[src/rtl/stabilizer_tableau_array.sv]
// ============================================================================
// stabilizer_tableau_array : NUM_QUBIT x NUM_QUBIT Pauli tableau with
// rotation tracking, hardware realign and gate-info latch.
// Optional macro TABLEAU_ROW_SWAP_EN enables SWAP_BOT. Revision 1.0
// ============================================================================
`default_nettype none

module stabilizer_tableau_array #(
   parameter  int NUM_QUBIT = 4,
   parameter  int LIT_W     = 2,
   parameter  int POS_W     = 32,
   localparam int OFS_W     = $clog2(NUM_QUBIT),
   localparam int ROW_W     = NUM_QUBIT * LIT_W
) (
   input  logic             clk,
   input  logic             rst,
   input  logic             cmd_valid,
   input  logic [2:0]       cmd_op,
   output logic             cmd_ready,
   input  logic [ROW_W-1:0] literals_in,
   input  logic             phase_in,
   output logic [ROW_W-1:0] literals_out,
   output logic             phase_out,
   output logic [OFS_W-1:0] row_offset,
   output logic [OFS_W-1:0] col_offset,
   output logic [OFS_W:0]   fill_count,
   output logic             realign_done,
   output logic             cmd_err,
   input  logic             ld_gate_info,
   input  logic [1:0]       gate_type,
   input  logic [POS_W-1:0] qubit_pos,
   input  logic [POS_W-1:0] qubit_pos2,
   output logic [1:0]       reg_gate_type,
   output logic [POS_W-1:0] reg_qubit_pos,
   output logic [POS_W-1:0] reg_qubit_pos2
);

   localparam int               TAB_W    = NUM_QUBIT * ROW_W;
   localparam logic [OFS_W-1:0] HALF     = OFS_W'(NUM_QUBIT / 2);
   localparam logic [OFS_W-1:0] OFS_MAX  = OFS_W'(NUM_QUBIT - 1);
   localparam logic [OFS_W:0]   FILL_MAX = (OFS_W + 1)'(NUM_QUBIT);

   localparam logic [2:0] OP_SHIFT_IN  = 3'd0;
   localparam logic [2:0] OP_ROT_DOWN  = 3'd1;
   localparam logic [2:0] OP_ROT_LEFT  = 3'd2;
   localparam logic [2:0] OP_ROT_UP    = 3'd3;
   localparam logic [2:0] OP_ROT_RIGHT = 3'd4;
   localparam logic [2:0] OP_SWAP_BOT  = 3'd5;
   localparam logic [2:0] OP_REALIGN   = 3'd6;
   localparam logic [2:0] OP_CLEAR     = 3'd7;

   typedef enum logic [1:0] {IDLE, RE_ROW, RE_COL, DONE} state_t;
   typedef enum logic [2:0] {ACT_NONE, ACT_SHIFT, ACT_DOWN, ACT_UP,
                             ACT_LEFT, ACT_RIGHT, ACT_SWAP, ACT_CLEAR} act_t;

   // Row r occupies tab_q[r*ROW_W +: ROW_W]; row NUM_QUBIT-1 is the bottom.
   logic [TAB_W-1:0]     tab_q, tab_d;
   logic [NUM_QUBIT-1:0] ph_q, ph_d;
   logic [OFS_W-1:0]     row_ofs_q, row_ofs_d, col_ofs_q, col_ofs_d;
   logic [OFS_W:0]       fill_q, fill_d;
   logic                 err_q, err_d;
   state_t               state_q, state_d;
   act_t                 act;
   logic [1:0]           gtype_q, gtype_d;
   logic [POS_W-1:0]     gpos_q, gpos_d, gpos2_q, gpos2_d;
   logic [TAB_W-1:0]     tab_left, tab_right;

   function automatic logic [OFS_W-1:0] ofs_inc(input logic [OFS_W-1:0] v);
      return (v == OFS_MAX) ? '0 : v + 1'b1;
   endfunction

   function automatic logic [OFS_W-1:0] ofs_dec(input logic [OFS_W-1:0] v);
      return (v == '0) ? OFS_MAX : v - 1'b1;
   endfunction

   for (genvar r = 0; r < NUM_QUBIT; r++) begin : g_row
      assign tab_left[r*ROW_W +: ROW_W]  = {tab_q[r*ROW_W +: LIT_W],
                                            tab_q[r*ROW_W+LIT_W +: ROW_W-LIT_W]};
      assign tab_right[r*ROW_W +: ROW_W] = {tab_q[r*ROW_W +: ROW_W-LIT_W],
                                            tab_q[r*ROW_W+ROW_W-LIT_W +: LIT_W]};
   end

`ifdef TABLEAU_ROW_SWAP_EN
   logic [TAB_W-1:0]     tab_swap;
   logic [NUM_QUBIT-1:0] ph_swap;
   if (NUM_QUBIT == 2) begin : g_swap2
      assign tab_swap = {tab_q[ROW_W-1:0], tab_q[TAB_W-1 -: ROW_W]};
      assign ph_swap  = {ph_q[0], ph_q[1]};
   end else begin : g_swapn
      assign tab_swap = {tab_q[(NUM_QUBIT-2)*ROW_W +: ROW_W],
                         tab_q[(NUM_QUBIT-1)*ROW_W +: ROW_W],
                         tab_q[(NUM_QUBIT-2)*ROW_W-1:0]};
      assign ph_swap  = {ph_q[NUM_QUBIT-2], ph_q[NUM_QUBIT-1], ph_q[NUM_QUBIT-3:0]};
   end
`endif

   // Command decode and realign sequencing; realign takes the shortest way home.
   always_comb begin
      state_d = state_q;
      act     = ACT_NONE;
      err_d   = 1'b0;
      case (state_q)
         IDLE: begin
            if (cmd_valid) begin
               case (cmd_op)
                  OP_SHIFT_IN:  act = ACT_SHIFT;
                  OP_ROT_DOWN:  act = ACT_DOWN;
                  OP_ROT_LEFT:  act = ACT_LEFT;
                  OP_ROT_UP:    act = ACT_UP;
                  OP_ROT_RIGHT: act = ACT_RIGHT;
`ifdef TABLEAU_ROW_SWAP_EN
                  OP_SWAP_BOT:  act = ACT_SWAP;
`else
                  OP_SWAP_BOT:  err_d = 1'b1;
`endif
                  OP_REALIGN:   state_d = RE_ROW;
                  OP_CLEAR:     act = ACT_CLEAR;
                  default:      act = ACT_NONE;
               endcase
            end
         end
         RE_ROW: begin
            if (row_ofs_q != '0) act = (row_ofs_q <= HALF) ? ACT_UP : ACT_DOWN;
            else                 state_d = RE_COL;
         end
         RE_COL: begin
            if (col_ofs_q != '0) act = (col_ofs_q <= HALF) ? ACT_RIGHT : ACT_LEFT;
            else                 state_d = DONE;
         end
         DONE:    state_d = IDLE;
         default: state_d = IDLE;
      endcase
   end

   always_comb begin
      tab_d     = tab_q;
      ph_d      = ph_q;
      row_ofs_d = row_ofs_q;
      col_ofs_d = col_ofs_q;
      fill_d    = fill_q;
      case (act)
         ACT_SHIFT: begin
            tab_d  = {tab_q[TAB_W-ROW_W-1:0], literals_in};
            ph_d   = {ph_q[NUM_QUBIT-2:0], phase_in};
            fill_d = (fill_q == FILL_MAX) ? fill_q : fill_q + 1'b1;
         end
         ACT_DOWN: begin
            tab_d     = {tab_q[TAB_W-ROW_W-1:0], tab_q[TAB_W-1 -: ROW_W]};
            ph_d      = {ph_q[NUM_QUBIT-2:0], ph_q[NUM_QUBIT-1]};
            row_ofs_d = ofs_inc(row_ofs_q);
         end
         ACT_UP: begin
            tab_d     = {tab_q[ROW_W-1:0], tab_q[TAB_W-1:ROW_W]};
            ph_d      = {ph_q[0], ph_q[NUM_QUBIT-1:1]};
            row_ofs_d = ofs_dec(row_ofs_q);
         end
         ACT_LEFT: begin
            tab_d     = tab_left;
            col_ofs_d = ofs_inc(col_ofs_q);
         end
         ACT_RIGHT: begin
            tab_d     = tab_right;
            col_ofs_d = ofs_dec(col_ofs_q);
         end
`ifdef TABLEAU_ROW_SWAP_EN
         ACT_SWAP: begin
            tab_d = tab_swap;
            ph_d  = ph_swap;
         end
`endif
         ACT_CLEAR: begin
            tab_d     = '0;
            ph_d      = '0;
            row_ofs_d = '0;
            col_ofs_d = '0;
            fill_d    = '0;
         end
         default: tab_d = tab_q;
      endcase
   end

   always_comb begin
      gtype_d = gtype_q;
      gpos_d  = gpos_q;
      gpos2_d = gpos2_q;
      if (ld_gate_info) begin
         gtype_d = gate_type;
         gpos_d  = qubit_pos;
         gpos2_d = qubit_pos2;
      end
   end

   always_ff @(posedge clk or posedge rst) begin
      if (rst) begin
         state_q   <= IDLE;
         tab_q     <= '0;
         ph_q      <= '0;
         row_ofs_q <= '0;
         col_ofs_q <= '0;
         fill_q    <= '0;
         err_q     <= 1'b0;
         gtype_q   <= '0;
         gpos_q    <= '0;
         gpos2_q   <= '0;
      end else begin
         state_q   <= state_d;
         tab_q     <= tab_d;
         ph_q      <= ph_d;
         row_ofs_q <= row_ofs_d;
         col_ofs_q <= col_ofs_d;
         fill_q    <= fill_d;
         err_q     <= err_d;
         gtype_q   <= gtype_d;
         gpos_q    <= gpos_d;
         gpos2_q   <= gpos2_d;
      end
   end

   assign cmd_ready      = (state_q == IDLE);
   assign realign_done   = (state_q == DONE);
   assign cmd_err        = err_q;
   assign literals_out   = tab_q[TAB_W-1 -: ROW_W];
   assign phase_out      = ph_q[NUM_QUBIT-1];
   assign row_offset     = row_ofs_q;
   assign col_offset     = col_ofs_q;
   assign fill_count     = fill_q;
   assign reg_gate_type  = gtype_q;
   assign reg_qubit_pos  = gpos_q;
   assign reg_qubit_pos2 = gpos2_q;

endmodule

`default_nettype wire

[config.mk]
export PLATFORM = sky130hd
export DESIGN_NAME = stabilizer_tableau_array
export DESIGN_NICKNAME = d
export VERILOG_FILES = /design/src/rtl/stabilizer_tableau_array.sv
export SDC_FILE = /design/constraint.sdc
export NUM_CORES = 1
export LEC_CHECK = 0
export ABC_AREA = 1
export ABC_CLOCK_PERIOD_IN_PS = 8300
export CELL_PAD_IN_SITES_DETAIL_PLACEMENT = 1
export CELL_PAD_IN_SITES_GLOBAL_PLACEMENT = 1
export CORE_UTILIZATION = 40
export CTS_BUF_LIST = sky130_fd_sc_hd__clkbuf_8
export DETAILED_ROUTE_END_ITERATION = 16
export GPL_TIMING_DRIVEN = 0
export PLACE_DENSITY = 0.86
export SLEW_MARGIN = 20
export SYNTH_ARGS = -nofsm -noshare
export SYNTH_HDL_FRONTEND = slang
export SYNTH_SLANG_ARGS = --single-unit
[constraint.sdc]
create_clock -name clk -period 8.3 [get_ports clk]
set_clock_uncertainty 0.2 [all_clocks]
set_input_delay 1.245 -clock clk [delete_from_list [all_inputs] [get_ports clk]]
set_output_delay 1.245 -clock clk [all_outputs]
set_load 0.005 [all_outputs]
==> flow_metrics.py <==
metrics = {
    "route": {
        "drt-met1-wl_microns": 8284,
        "top_layer": "met4",
        "first_iter_violations": 335,
        "ant_nets": 0,
        "dr_wl_met3_microns": 1407,
        "wl_per_cell_microns": 19.54,
        "drcViolationCount": 0,
        "wirelength_microns": 19890,
        "wl_met2_microns": 9781,
        "drt-vias-per-instance": 5.311,
        "drtPass1Iterations": 5,
        "vias": 5407,
    },
    "synth": {
        "synth_nets": 750,
        "synth_warnings": 0,
        "synth_edf_count": 0,
        "async_flop_share": 1.000,
        "synth.area.top_cells": "dfrtp_1, mux2_2, nand3_1",
        "ys_seq_area_frac": 0.4746,
        "ys_types": 27,
        "ys_ff_latch": 112,
        "synthTopCellsByCount": "dfrtp_1, nand2_1, nand3_1, nor2_1, mux2_2",
        "post-synth-top-count-cell": "dfrtp_1",
        "synth_area_per_cell_sq_um": 9.044,
        "synthFlopType": "dfrtp_1",
        "synth_top_cell_by_area": "dfrtp_1",
        "syn-cell-area_sq_mm": 0.005906,
        "synth_cells": 653,
        "synth_top_area_frac": 0.4746,
    },
    "power": {
        "p_comb_frac": 0.538,
        "internal_power_uw": 1335,
        "pwr-share-seq": 0.322,
        "max-vdd-ir-drop_v": 0.0001588,
        "p_clk_frac": 0.140,
        "power_density_mw_per_mm2": 311.3,
        "p_sw_frac": 0.4655,
        "leakagePower_uw": 0.003603,
        "netSwitchingPower_uw": 1162,
    },
    "floorplanning": {
        "dieArea_sq_mm": 0.01525,
        "core-area_sq_mm": 0.01448,
        "io_pins": 167,
        "rows": 44,
        "start_util": 0.4079,
        "die_w_microns": 123.5,
        "die_y_microns": 123.5,
    },
    "critical_path": {
        "crit_buf_inv": 4,
        "cp.required_ns": 8.42,
        "reg2reg_to": "tab_q[29]",
        "arrival_ns": 3.87,
        "r2r_cells": 12,
        "cp_slowest_cell": "clkdlybuf4s50_1",
        "cp_slowest_stage_delay_ns": 0.53,
        "r2r_slack_ns": 5.37,
        "cpMostUsedCell": "nand2_1",
        "crit_type": "in -> reg",
        "path_cells": "clkdlybuf4s50_1, inv_1, ha_1, nor2_1, nand2_1, nand2_1, nand2_4, nor2_2, nand2_1, inv_2, buf_2, o21ai_0, a31oi_1",
        "cp-start-kind": "input pin",
        "worst-path-stages": 13,
        "crit_family": "buffers and inverters",
        "r2r-start": "row_offset[0]",
        "critPathMaxFanout": 10,
        "endpoint_kind": "register",
    },
    "clock_tree": {
        "cts_hold_buf": 0,
        "cts_resized": 0,
        "post-cts-setup-buffer-count": 0,
        "h-tree-depth": 3,
        "cts_buffer_depth": 2,
        "cts_tree": "yes",
        "clk_pin_slew_worst_paths_ns": 0.11,
        "clockRootBuffer": "clkbuf_8",
        "cts_buffers": 9,
        "cts_sinks": 112,
        "insertion_delay_ns": 0.40,
    },
    "timing": {
        "relSlewSlack": 0.5937,
        "tightest_slew_ns": 0.6094,
        "finalCritPeriodShare": 0.4516,
        "setup_viol": 0,
        "fin_ws_ns": 4.552,
        "hold_viol": 0,
        "grt_setup_unrepaired": "false",
        "fin_setup_tns_ns": 0,
        "finalHoldWorstSlack_ns": 0.3075,
        "slew_violations": 0,
        "fmax_ghz": 0.2668,
        "fin_crit_ns": 3.748,
    },
    "global_route": {
        "grt_overflow_total": 0,
        "grt_first_pass_wirelength_microns": 31720,
        "grt_max_degree": 78,
        "antenna_found_initial": 0,
        "first_global_vias": 5978,
        "track_usage": 0.2751,
    },
    "layout": {
        "area_delta_synth_final_pct": 35.83,
        "nNetsFinal": 927,
        "diodes": 0,
        "layout-drive-gt1-share": 0.1583,
        "utilization": 0.5540,
    },
    "run_status": {
        "status": "completed",
    },
    "placement": {
        "port_buffers": 165,
        "place_ws_ns": 4.173,
        "gp_congestion": 0.9277,
        "dpl.hpwl_microns": 15350,
    },
    "job": {
        "drv_cap": 0,
    },
    "worst_hold_path": {
        "hold_path_class": "reg -> reg",
        "worstHoldEndpoint": "ph_q[0]",
        "min_path_cells": 2,
        "hold_start": "ph_q[0]",
    },
}
[registers in the layout (all words and copies together), names as in the netlist]
| name | count |
|---|---|
| tab_q | 32 |
| row_offset | 2 |
| reg_qubit_pos | 32 |
| col_offset | 2 |
| cmd_err | 1 |
| ph_q | 4 |
| state_q | 2 |
| reg_gate_type | 2 |
| fill_count | 3 |
| reg_qubit_pos2 | 32 |
[cells by family after synthesis]
family,count (synthesis),share of synthesized area
AO/OA/AOI/OAI,48,0.04216
flip-flops,112,0.4746
adder cells (fa/ha/maj),15,0.03178
AND/OR/NAND/NOR,316,0.2464
multiplexers,66,0.1258
buffers and inverters,95,0.07775
XOR/XNOR,1,0.001483
[power by group through the flow]
stage | sequential [uW] | combinational (uW) | clock (uW)
global route | 821 | 1480 | 375
CTS | 802 | 1340 | 359
detailed placement | 813 | 1340 | 0
finish | 804 | 1340 | 350
floorplan | 771 | 853 | 0
global placement | 803 | 1270 | 0
[worst max-delay path by stage]
stage | start | endpoint | slack, ns
detailed placement | cmd_op[0] | tab_q[21] | 4.17
finish | cmd_op[0] | col_offset[0] | 4.55
global route | cmd_op[1] | col_offset[0] | 4.34
floorplan | rst | cmd_err | 3.90
global placement | rst | fill_count[1] | 2.23
CTS | cmd_op[0] | tab_q[21] | 4.59
[metrics by stage]
stage | std cells | cell area, sq um | total power, uW
floorplan | 653 | 5906 | 1623
global placement | 1002 | 7787 | 2069
detailed placement | 1003 | 7820 | 2149
CTS | 1018 | 8021 | 2504
global route | 1018 | 8021 | 2680
finish | 1018 | 8021 | 2497
[layer usage]
| layer | track usage | vias to the layer above |
|---|---|---|
| li1 | - | 2523 |
| met1 | 0.3302 | 2649 |
| met2 | 0.4818 | 200 |
| met3 | 0.05258 | 35 |
| met4 | 0.1114 | 0 |
| met5 | 0 | - |
[area by class of cell]
cell class | instances | area (sq um)
Fill cell | 1690 | 6457
Sequential cell | 112 | 2803
Multi-Input combinational cell | 446 | 2644
Timing Repair Buffer | 166 | 1679
Buffer | 39 | 249.0
Tap cell | 184 | 230.2
Inverter | 56 | 215.2
Clock buffer | 10 | 137.6
Clock inverter | 5 | 63.81
[worst reg2reg max path, delay by kind of cell, from the launching register on]
family	cells	cell delay, ns
simple gates	8	1.43
fa+ha+maj	1	0.34
flops	1	0.44
buf+inv	3	0.45
[cells in the final DEF (no fill, tap or decap), drive strengths merged]
master           n
nand4           27
nand3b           1
a21oi            4
o22ai            3
o211ai           1
nor2            83
nand3           93
clkdlybuf4s50  165
mux2            66
buf             30
clkinv           2
a31oi            2
ha              15
nand2          112
dfrtp          112
inv             58
clkbuf          20
o21ai           38
bufinv           1
xor2             1
Power figures use the tool's default switching activity.
